<file path="src/rtl/Full_Adder.sv">
// rtl/Full_Adder.sv - one-bit combinational full adder cell
module Full_Adder (
  input  logic A,
  input  logic B,
  input  logic C_in,
  output logic Sum,
  output logic C_out
);

  assign Sum   = A ^ B ^ C_in;
  assign C_out = (A & B) | (C_in & (A ^ B));

endmodule

</file>
<file path="src/rtl/serial_adder.sv">
// rtl/serial_adder.sv - bit-serial WIDTH-bit adder around one Full_Adder cell, LSB first
module serial_adder #(
  parameter int WIDTH = 8
) (
  input  logic             clk,
  input  logic             rst,
  input  logic             start,
  input  logic [WIDTH-1:0] A,
  input  logic [WIDTH-1:0] B,
  input  logic             C_in,
  output logic             busy,
  output logic             done,
  output logic [WIDTH-1:0] Sum,
  output logic             C_out
);

  localparam int CW = $clog2(WIDTH + 1);
  localparam logic [CW-1:0] LAST = CW'(WIDTH - 1);

  typedef enum logic [1:0] {IDLE, RUN, DONE} state_t;

  state_t           state;
  logic [WIDTH-1:0] opa;
  logic [WIDTH-1:0] opb;
  logic [WIDTH-1:0] res;
  logic             carry;
  logic [CW-1:0]    cnt;
  logic             fa_sum;
  logic             fa_cout;

  Full_Adder fa (
    .A    (opa[0]),
    .B    (opb[0]),
    .C_in (carry),
    .Sum  (fa_sum),
    .C_out(fa_cout)
  );

  always_ff @(posedge clk or posedge rst) begin
    if (rst) begin
      state <= IDLE;
      opa   <= '0;
      opb   <= '0;
      res   <= '0;
      carry <= 1'b0;
      cnt   <= '0;
      busy  <= 1'b0;
      done  <= 1'b0;
      Sum   <= '0;
      C_out <= 1'b0;
    end else begin
      case (state)
        IDLE, DONE: begin
          done <= 1'b0;
          if (start) begin
            opa   <= A;
            opb   <= B;
            carry <= C_in;
            cnt   <= '0;
            busy  <= 1'b1;
            state <= RUN;
          end else begin
            state <= IDLE;
          end
        end
        RUN: begin
          // result bits enter at the MSB so bit 0 lands at res[0] after WIDTH shifts
          res   <= {fa_sum, res[WIDTH-1:1]};
          carry <= fa_cout;
          opa   <= {1'b0, opa[WIDTH-1:1]};
          opb   <= {1'b0, opb[WIDTH-1:1]};
          cnt   <= cnt + 1'b1;
          if (cnt == LAST) begin
            Sum   <= {fa_sum, res[WIDTH-1:1]};
            C_out <= fa_cout;
            busy  <= 1'b0;
            done  <= 1'b1;
            state <= DONE;
          end
        end
        default: begin
          busy  <= 1'b0;
          done  <= 1'b0;
          state <= IDLE;
        end
      endcase
    end
  end

endmodule

</file>
<file path="config.mk">
export PLATFORM = sky130hd
export DESIGN_NAME = serial_adder
export DESIGN_NICKNAME = d
export VERILOG_FILES = /design/src/rtl/Full_Adder.sv /design/src/rtl/serial_adder.sv
export SDC_FILE = /design/constraint.sdc
export NUM_CORES = 1
export LEC_CHECK = 0
export ABC_AREA = 0
export ABC_CLOCK_PERIOD_IN_PS = 2800
export BUFFER_PORTS_ARGS = -buffer_cell sky130_fd_sc_hd__buf_4
export CORE_MARGIN = 2
export CORE_UTILIZATION = 30
export DETAILED_ROUTE_END_ITERATION = 8
export GPL_ROUTABILITY_DRIVEN = 0
export SETUP_SLACK_MARGIN = 0.5
export SLEW_MARGIN = 20
export SYNTH_ARGS = -nofsm -noshare
export SYNTH_HDL_FRONTEND = slang
export SYNTH_SLANG_ARGS = --single-unit
</file>
<file path="constraint.sdc">
create_clock -name clk -period 2.8 [get_ports clk]
set_clock_uncertainty 0.2 [all_clocks]
set_input_delay 0.28 -clock clk [delete_from_list [all_inputs] [get_ports clk]]
set_output_delay 0.28 -clock clk [all_outputs]
set_load 0.01 [all_outputs]
</file>
==> results of run 1 <==
[power groups by stage]
stage / registers (µW) / clock network, µW / logic [µW]
3_3_place_gp: 1010 / 0 / 883
4_1_cts: 1010 / 472 / 934
5_1_grt: 1050 / 498 / 1010
3_5_place_dp: 1030 / 0 / 920
6_report: 1010 / 455 / 912
2_1_floorplan: 1010 / 0 / 668
[sequential cells by signal (all words and copies together), names as in the netlist]
register	count
busy	1
res	7
done	1
state	1
Sum	8
cnt	4
opb	8
C_out	1
carry	1
opa	8
[area by class of cell]
| class | count | area [µm²] |
|---|---|---|
| tap | 72 | 90.1 |
| multi-input combinational | 67 | 602 |
| clock inverter | 2 | 35.0 |
| clock buffer | 6 | 72.6 |
| sequential | 40 | 1000 |
| fill | 543 | 3370 |
| inverter | 1 | 3.75 |
| timing repair buffer | 35 | 265 |
[per-stage QoR]
step / power, µW / hold WS (ns) / setup slack [ns]
global route: 2560 / 0.0140 / 0.860
CTS: 2420 / 0.0118 / 0.970
global placement: 1890 / 0.181 / 1.00
finish: 2380 / 0.0231 / 0.988
floorplan: 1680 / 0.220 / 1.15
detailed placement: 1940 / 0.198 / 0.933
[worst paths after layout]
kind                       cells after the start  startpoint      to  slack [ns]
max                                            5      cnt[0]  Sum[5]        0.99
min                                            2        B[7]  opb[7]        0.02
max reg2reg                                    5      cnt[0]  Sum[5]        0.99
min reg2reg                                    1      cnt[3]  cnt[3]        0.27
max in group asynchronous                      4         rst  cnt[3]        1.23
min in group asynchronous                      3         rst  res[5]        0.43
[metal layers]
layer | vias to the layer above | track usage, %
met5 | - | 0
met4 | 0 | 3.16
met3 | 4 | 4.02
met2 | 20 | 18.5
met1 | 517 | 12.9
li1 | 494 | -
[cells by family (layout without fill, tap and decap cells)]
| group | count (synthesis) | count (layout) | synth area share, % |
|---|---|---|---|
| muxes | 19 | 19 | 12.7 |
| AOI/OAI and AO/OA | 36 | 36 | 17.6 |
| and+or+nand+nor | 10 | 10 | 4.00 |
| buffers and inverters | 8 | 44 | 3.39 |
| adders and majority gates | 2 | 2 | 1.96 |
| DFF | 40 | 40 | 60.3 |
[layout by cell type (no fill, tap or decap), types with 2 or more instances in the layout]
master                     instances
sky130_fd_sc_hd__a21o_1           16
sky130_fd_sc_hd__a22o_1           19
sky130_fd_sc_hd__buf_4            34
sky130_fd_sc_hd__clkbuf_8          5
sky130_fd_sc_hd__dfrtp_1          40
sky130_fd_sc_hd__mux2_2           17
sky130_fd_sc_hd__mux2i_1           2
sky130_fd_sc_hd__nand3b_1          2
sky130_fd_sc_hd__nor2b_1           2
==> metrics.md, run 1 <==
| Metric | Value |
|---|---|
| Status | completed |
| Setup repair after global routing missed its margin | false |
| Num CTS Buffers | 5 |
| Layout Cells excl Fill | about 220 |
| CTS HTree Levels | 2 |
| Kind of critical path | reg2reg |
| Die Wd | between 70 and 80 µm |
| Relative area change from synthesis to final layout | 24.7% |
| Worst-path cell chain | ha_1, nand3b_1, nor3b_1, buf_4, mux2_2 |
| Final antenna diode count | 0 |
| Buffer count from post-CTS setup fixing | 0 |
| Netlist area before placement | 1660 µm² |
| Total routed wire length on the met1 layer | between 1000 and 1500 µm |
| Die outline height | 78.4 µm |
| Total number of vias | between 1000 and 1500 |
| Cell with the most instances after synthesis | sky130_fd_sc_hd__dfrtp_1 |
| Final instance area | 2070 µm² |
| Fraction of the core area covered by cells at the end of the flow | approximately two fifths |
| Share of synthesized area occupied by flip-flops and latches | 60.3% |
| Number of max-cap violations | 0 |
| Element type at the critical path end | flop |
| Share of cells above drive strength 1 | about two fifths |
| Dominant cells by area after synthesis | sky130_fd_sc_hd__dfrtp_1 (60%), sky130_fd_sc_hd__mux2_2 (12%), sky130_fd_sc_hd__a22o_1 (10%) |
| DIE AREA | 6140 µm² |
| Post-DR vias/cell | 4.64 |
| Most common flop cell mapped by yosys | sky130_fd_sc_hd__dfrtp_1 |
| Commonest cells post-synth | sky130_fd_sc_hd__dfrtp_1 (40), sky130_fd_sc_hd__a22o_1 (19), sky130_fd_sc_hd__mux2_2 (17), sky130_fd_sc_hd__a21o_1 (16), sky130_fd_sc_hd__buf_2 (3) |
| Hold/Removal Path Class | in2reg |
| Buffer type at the clock tree root | sky130_fd_sc_hd__clkbuf_8 |
| Maximum frequency from static timing analysis | between 500 and 600 MHz |
| Net load switching power | between 700 and 800 µW |
| Seq pwr share | a little over two fifths |
| Number of library cell types mapped by synthesis | 20 |
| Detailed route wirelength on metal3 | roughly 170 µm |
| Maximum single-stage delay on the critical path | about 0.4 ns |
| Highest net fanout along the worst path | 10 |
| Cell type group with the largest total delay on the critical path | flip-flops |
| Cell with the largest stage delay on the worst path | sky130_fd_sc_hd__dfrtp_1 |
| Count of buffers inserted at the top-level ports | 30 |
| Instance count after placement with tap cells included | 214 |
| Nets in the synthesized netlist | 137 |
| Number of search-and-repair iterations in the first detailed-routing pass | 4 |
| Count of flip-flops with a built-in enable after synthesis | 0 |
| Required time of the worst setup path | around 2.8 ns |
| Total Routing Usage GR | approximately 11% |
| Final count of pins violating max slew | 0 |
| DR WL met2 | between 1500 and 2000 µm |
| CTS max path bufs | 2 |
| Period minus WS final | about 1.8 ns |
| Count of final setup violators | 0 |
| Static leakage | about 0.0011 µW |
| Gate Count Post-Synth | 115 |
| Relative max-transition margin | between 50 and 60% |
| Power density over cell area | 1150 nW/µm² |
| DRT iter0 DRCs | 49 |
| Post-Synthesis Mean Instance Area | around 14 µm² |
| Wirelength per Cell | between 10 and 15 µm |
| Maximum number of pins on one net before global-route repair | 25 |
| Core region area | 5440 µm² |
| Number of gates given a new drive strength after cts | 0 |
| Data arrival time of the worst path | between 1.5 and 2 ns |
| Remaining global-route overflow | 0 |
| Portion of the clock cycle consumed by the worst path in the final layout | between 60% and 70% |
| Hold-fix buffer count after cts | 1 |
| Sinks on Clock Net | 40 |
| Placed Area | a little under 2000 µm² |
| I/O pin cnt | 31 |
| Internal Power | between 1500 and 2000 µW |
| Clock Latency Late Sink | just under 0.3 ns |
| Detailed-placement wirelength estimate | about 2200 µm |
| TritonCTS clock tree | yes |
| Net count of the finished layout | between 150 and 200 |
| DRC Markers | 0 |
| Antenna violations before repair | 0 |
| Switching Fraction | between 30 and 40% |
| Total of flip-flops plus latches after synthesis | 40 |
| Share of flip-flops with an asynchronous set or reset | 100% |
| Part of the total power dissipated in the clock network | a little under a fifth |
| Starting Density | between 30% and 40% |
| Global-route wire length before repair | roughly 5200 µm |
| Cell row count | 27 |
| CP startpoint kind | flop |
| Highest routed layer | met4 |
| Setup TNS | 0 ns |
| Fin. Hold Viols | 0 |
| Relative contribution of combinational cells to total power | a little under two fifths |
| Worst-Margin Slew | roughly 0.71 ns |
| Clock input transition at the sequential cells of the worst setup and hold paths | roughly 0.08 ns |
| Yosys Warn Count | 0 |
| Via count of the first global-routing pass | 1106 |
| Remaining antenna violation count | 0 |
| Maximum vdd drop | between 500 and 600 µV |
| Yosys top cell area share | between 60 and 70% |
| Buffers and inverters on the worst path | 1 |
| Sum of routed wire length over all layers | 3050 µm |
| Most area-hungry cell type in the Yosys netlist | sky130_fd_sc_hd__dfrtp_1 |
No activity file was read; power rests on OpenSTA's default activity.
==> run 2: changes to the inputs <==
ABC_CLOCK_PERIOD_IN_PS = 1900   (was 2800)
clock period = 1.9 ns   (was 2.8 ns; I/O delays follow)
==> run 2 against run 1 <==
Net effect: sequential power up 51%; combinational power rose to 2.5 times the previous value; first-iteration DRC count down 2.0%; non-clock buffer count up 39; critical path type unchanged; largest cell class unchanged.
==> metrics.md, run 2 (same netlist as run 1, synthesis figures left out) <==
| Metric | Value |
|---|---|
| Status | completed |
| Global routing usage on met3 | 3.79% (-0.23 points) |
| Power, Total | 4580 µW (+93%) |
| Met1 Usage GRT | 15.7% (+2.8 points) |
| Via count of the first global-routing pass | 1393 (+26%) |
| Antenna violations before repair | 0 (unchanged) |
| Relative area change from synthesis to final layout | 58.7% |
| Wirelength per Cell | 15.7 µm (+15%) |
| Remaining global-route overflow | 0 (unchanged) |
| Endpoint of the lowest-slack register-to-register path | Sum[5] |
| Clock input transition at the sequential cells of the worst setup and hold paths | 0.08 ns (about the same) |
| Sum of routed wire length over all layers | 4120 µm (+35%) |
| Number of max-cap violations | 0 (unchanged) |
| Power density over cell area | 1740 nW/µm² (+52%) |
| Minimum setup slack in the final design | 0.160 ns (-0.828 ns) |
| Detailed-placement wirelength estimate | 2340 µm (+8.8%) |
| Fraction of the core area covered by cells at the end of the flow | 48.4% (+10 points) |
| Setup TNS | 0 ns (unchanged) |
| Startpoint of the lowest-slack hold path | A[3] |
| Most frequent standard cell in the layout excluding fill and tap cells | sky130_fd_sc_hd__buf_4 |
| Global-route wire length before repair | 6730 µm (+29%) |
| Data arrival time of the worst path | 1.72 ns (-0.06 ns) |
| Length in cells of the worst reg-to-reg path | 5 (unchanged) |
| DRC Markers | 0 (unchanged) |
| Remaining antenna violation count | 0 (unchanged) |
| DRT iter0 DRCs | 48 (-2.0%) |
| Flop2flop setup slack | 0.16 ns (-0.83 ns) |
| Regs by FF count | Sum x8, opa x8, opb x8 |
| Endpoint of the worst hold-timing path | opa[3] |
| Num CTS Buffers | 5 (unchanged) |
| TritonCTS clock tree | yes |
| Highest net fanout along the worst path | 7 (-3) |
| Met2 GRT Util | 26.7% (+8.2 points) |
| Worst reg2reg startpoint | cnt[0] |
| Hold/Removal Path Class | in2reg |
| Post-DR vias/cell | 4.75 (+2.4%) |
| Clock Latency Late Sink | 0.29 ns (about the same) |
| Maximum vdd drop | 672 µV (+30%) |
| Period minus WS final | 1.74 ns (-0.0722 ns) |
| Commonest cells after routing, fill and taps aside | sky130_fd_sc_hd__buf_4 (42), sky130_fd_sc_hd__dfrtp_1 (39), sky130_fd_sc_hd__a22o_1 (19) |
| Required time of the worst setup path | 1.88 ns (-0.89 ns) |
| Fin. Hold Viols | 0 (unchanged) |
| Portion of the clock cycle consumed by the worst path in the final layout | 91.6% (+27 points) |
| Die outline height | 78.4 µm (unchanged) |
| CTS HTree Levels | 2 (unchanged) |
| Maximum frequency from static timing analysis | 575 MHz (+4.1%) |
| Post-place setup slack | 0.0796 ns (-0.853 ns) |
| Worst-Margin Slew | 0.214 ns (-0.498 ns) |
| Net count of the finished layout | 211 (+23%) |
| Layer with the highest usage after global routing | met2 |
| Cell row count | 27 (unchanged) |
| Setup repair after global routing missed its margin | true |
| Kind of critical path | reg2reg |
| Element type at the critical path end | flop |
| Core region area | 5440 µm² (unchanged) |
| Maximum number of pins on one net before global-route repair | 19 (-24%) |
| Share of cells above drive strength 1 | 48.4% (+8.7 points) |
| Min-Delay Path Depth | 3 (+1) |
| Buffer type at the clock tree root | sky130_fd_sc_hd__clkbuf_8 |
| CTS max path bufs | 2 (unchanged) |
| Relative max-transition margin | 85.7% (+33 points) |
| Sinks on Clock Net | 40 (unchanged) |
| I/O pin cnt | 31 (unchanged) |
| Total number of vias | 1245 (+20%) |
| Total Routing Usage GR | 14.3% (+3.4 points) |
| Count of final setup violators | 0 (unchanged) |
| Final antenna diode count | 0 (unchanged) |
| Final count of pins violating max slew | 0 (unchanged) |
| DIE AREA | 6140 µm² (unchanged) |
| CP startpoint kind | flop |
| Starting Density | 30.5% (unchanged) |
| Static leakage | 0.00136 µW (+29%) |
| Count of buffers inserted at the top-level ports | 30 (unchanged) |
| Number of search-and-repair iterations in the first detailed-routing pass | 4 (unchanged) |
| Die Wd | 78.4 µm (unchanged) |
[run 2: cell count changes in the layout (fill, tap and decap cells not counted), moves of 3 or more]
| cell | delta |
|---|---|
| sky130_fd_sc_hd__buf_16 | +3 |
| sky130_fd_sc_hd__buf_4 | +8 |
| sky130_fd_sc_hd__buf_6 | +11 |
| sky130_fd_sc_hd__dlygate4sd3_1 | +13 |
| sky130_fd_sc_hd__mux2_2 | -17 |
| sky130_fd_sc_hd__mux2_4 | +17 |
[run 2: how the worst max path moves through the flow]
stage,depth (start not counted),to,startpoint
3_5_place_dp,5,Sum[3],cnt[0]
5_1_grt,5,Sum[6],cnt[0]
4_1_cts,5,Sum[7],cnt[1]
2_1_floorplan,5,C_out,cnt[0]
6_report,5,Sum[5],cnt[0]
3_3_place_gp,5,C_out,cnt[0]
[run 2: per-stage QoR]
stage,instance area (µm²),hold WS (ns),cells
CTS,2570,0.00212,256
finish,2630,0.00619,262
global route,2630,0.00651,262
detailed placement,2020,-0.0821,218
floorplan,1700,0.130,115
global placement,2020,-0.0823,218
[run 2: cell type report]
| type | instances | area (µm²) |
|---|---|---|
| repair buffers | 74 | 717 |
| inverters | 1 | 3.75 |
| clock inverters | 1 | 30.0 |
| flip-flops and latches | 40 | 1000 |
| fillers | 452 | 2810 |
| multi-input cells | 67 | 693 |
| well taps | 72 | 90.1 |
| clock buffers | 7 | 96.3 |
[run 2: layer usage]
| metal | up-vias | wire, µm |
|---|---|---|
| li1 | 569 | - |
| met1 | 646 | 1680 |
| met2 | 25 | 2250 |
| met3 | 5 | 146 |
| met4 | 0 | 46 |
| met5 | - | 0 |
[run 2: power by group]
| part | internal [µW] | switching (µW) | total, µW |
|---|---|---|---|
| sequential | 1250 | 277 | 1530 |
| clock | 464 | 302 | 765 |
| combinational | 1480 | 807 | 2290 |
| total | 3200 | 1390 | 4580 |
[run 2: worst max-delay path: stages (launching register included)]
cell and delay, ns:
sky130_fd_sc_hd__dfrtp_1 0.37, sky130_fd_sc_hd__ha_2 0.20, sky130_fd_sc_hd__nand3b_1 0.12, sky130_fd_sc_hd__nor3b_2 0.25
sky130_fd_sc_hd__buf_6 0.19, sky130_fd_sc_hd__mux2_4 0.30
[run 2: timing repair]
item,in CTS,in global routing
setup endpoints to repair,38,40
resized for setup,29,7
pin swaps,9,7
hold buffers,14,0
gates cloned,4,0
hold endpoints to repair,53,0
buffers inserted,12,6
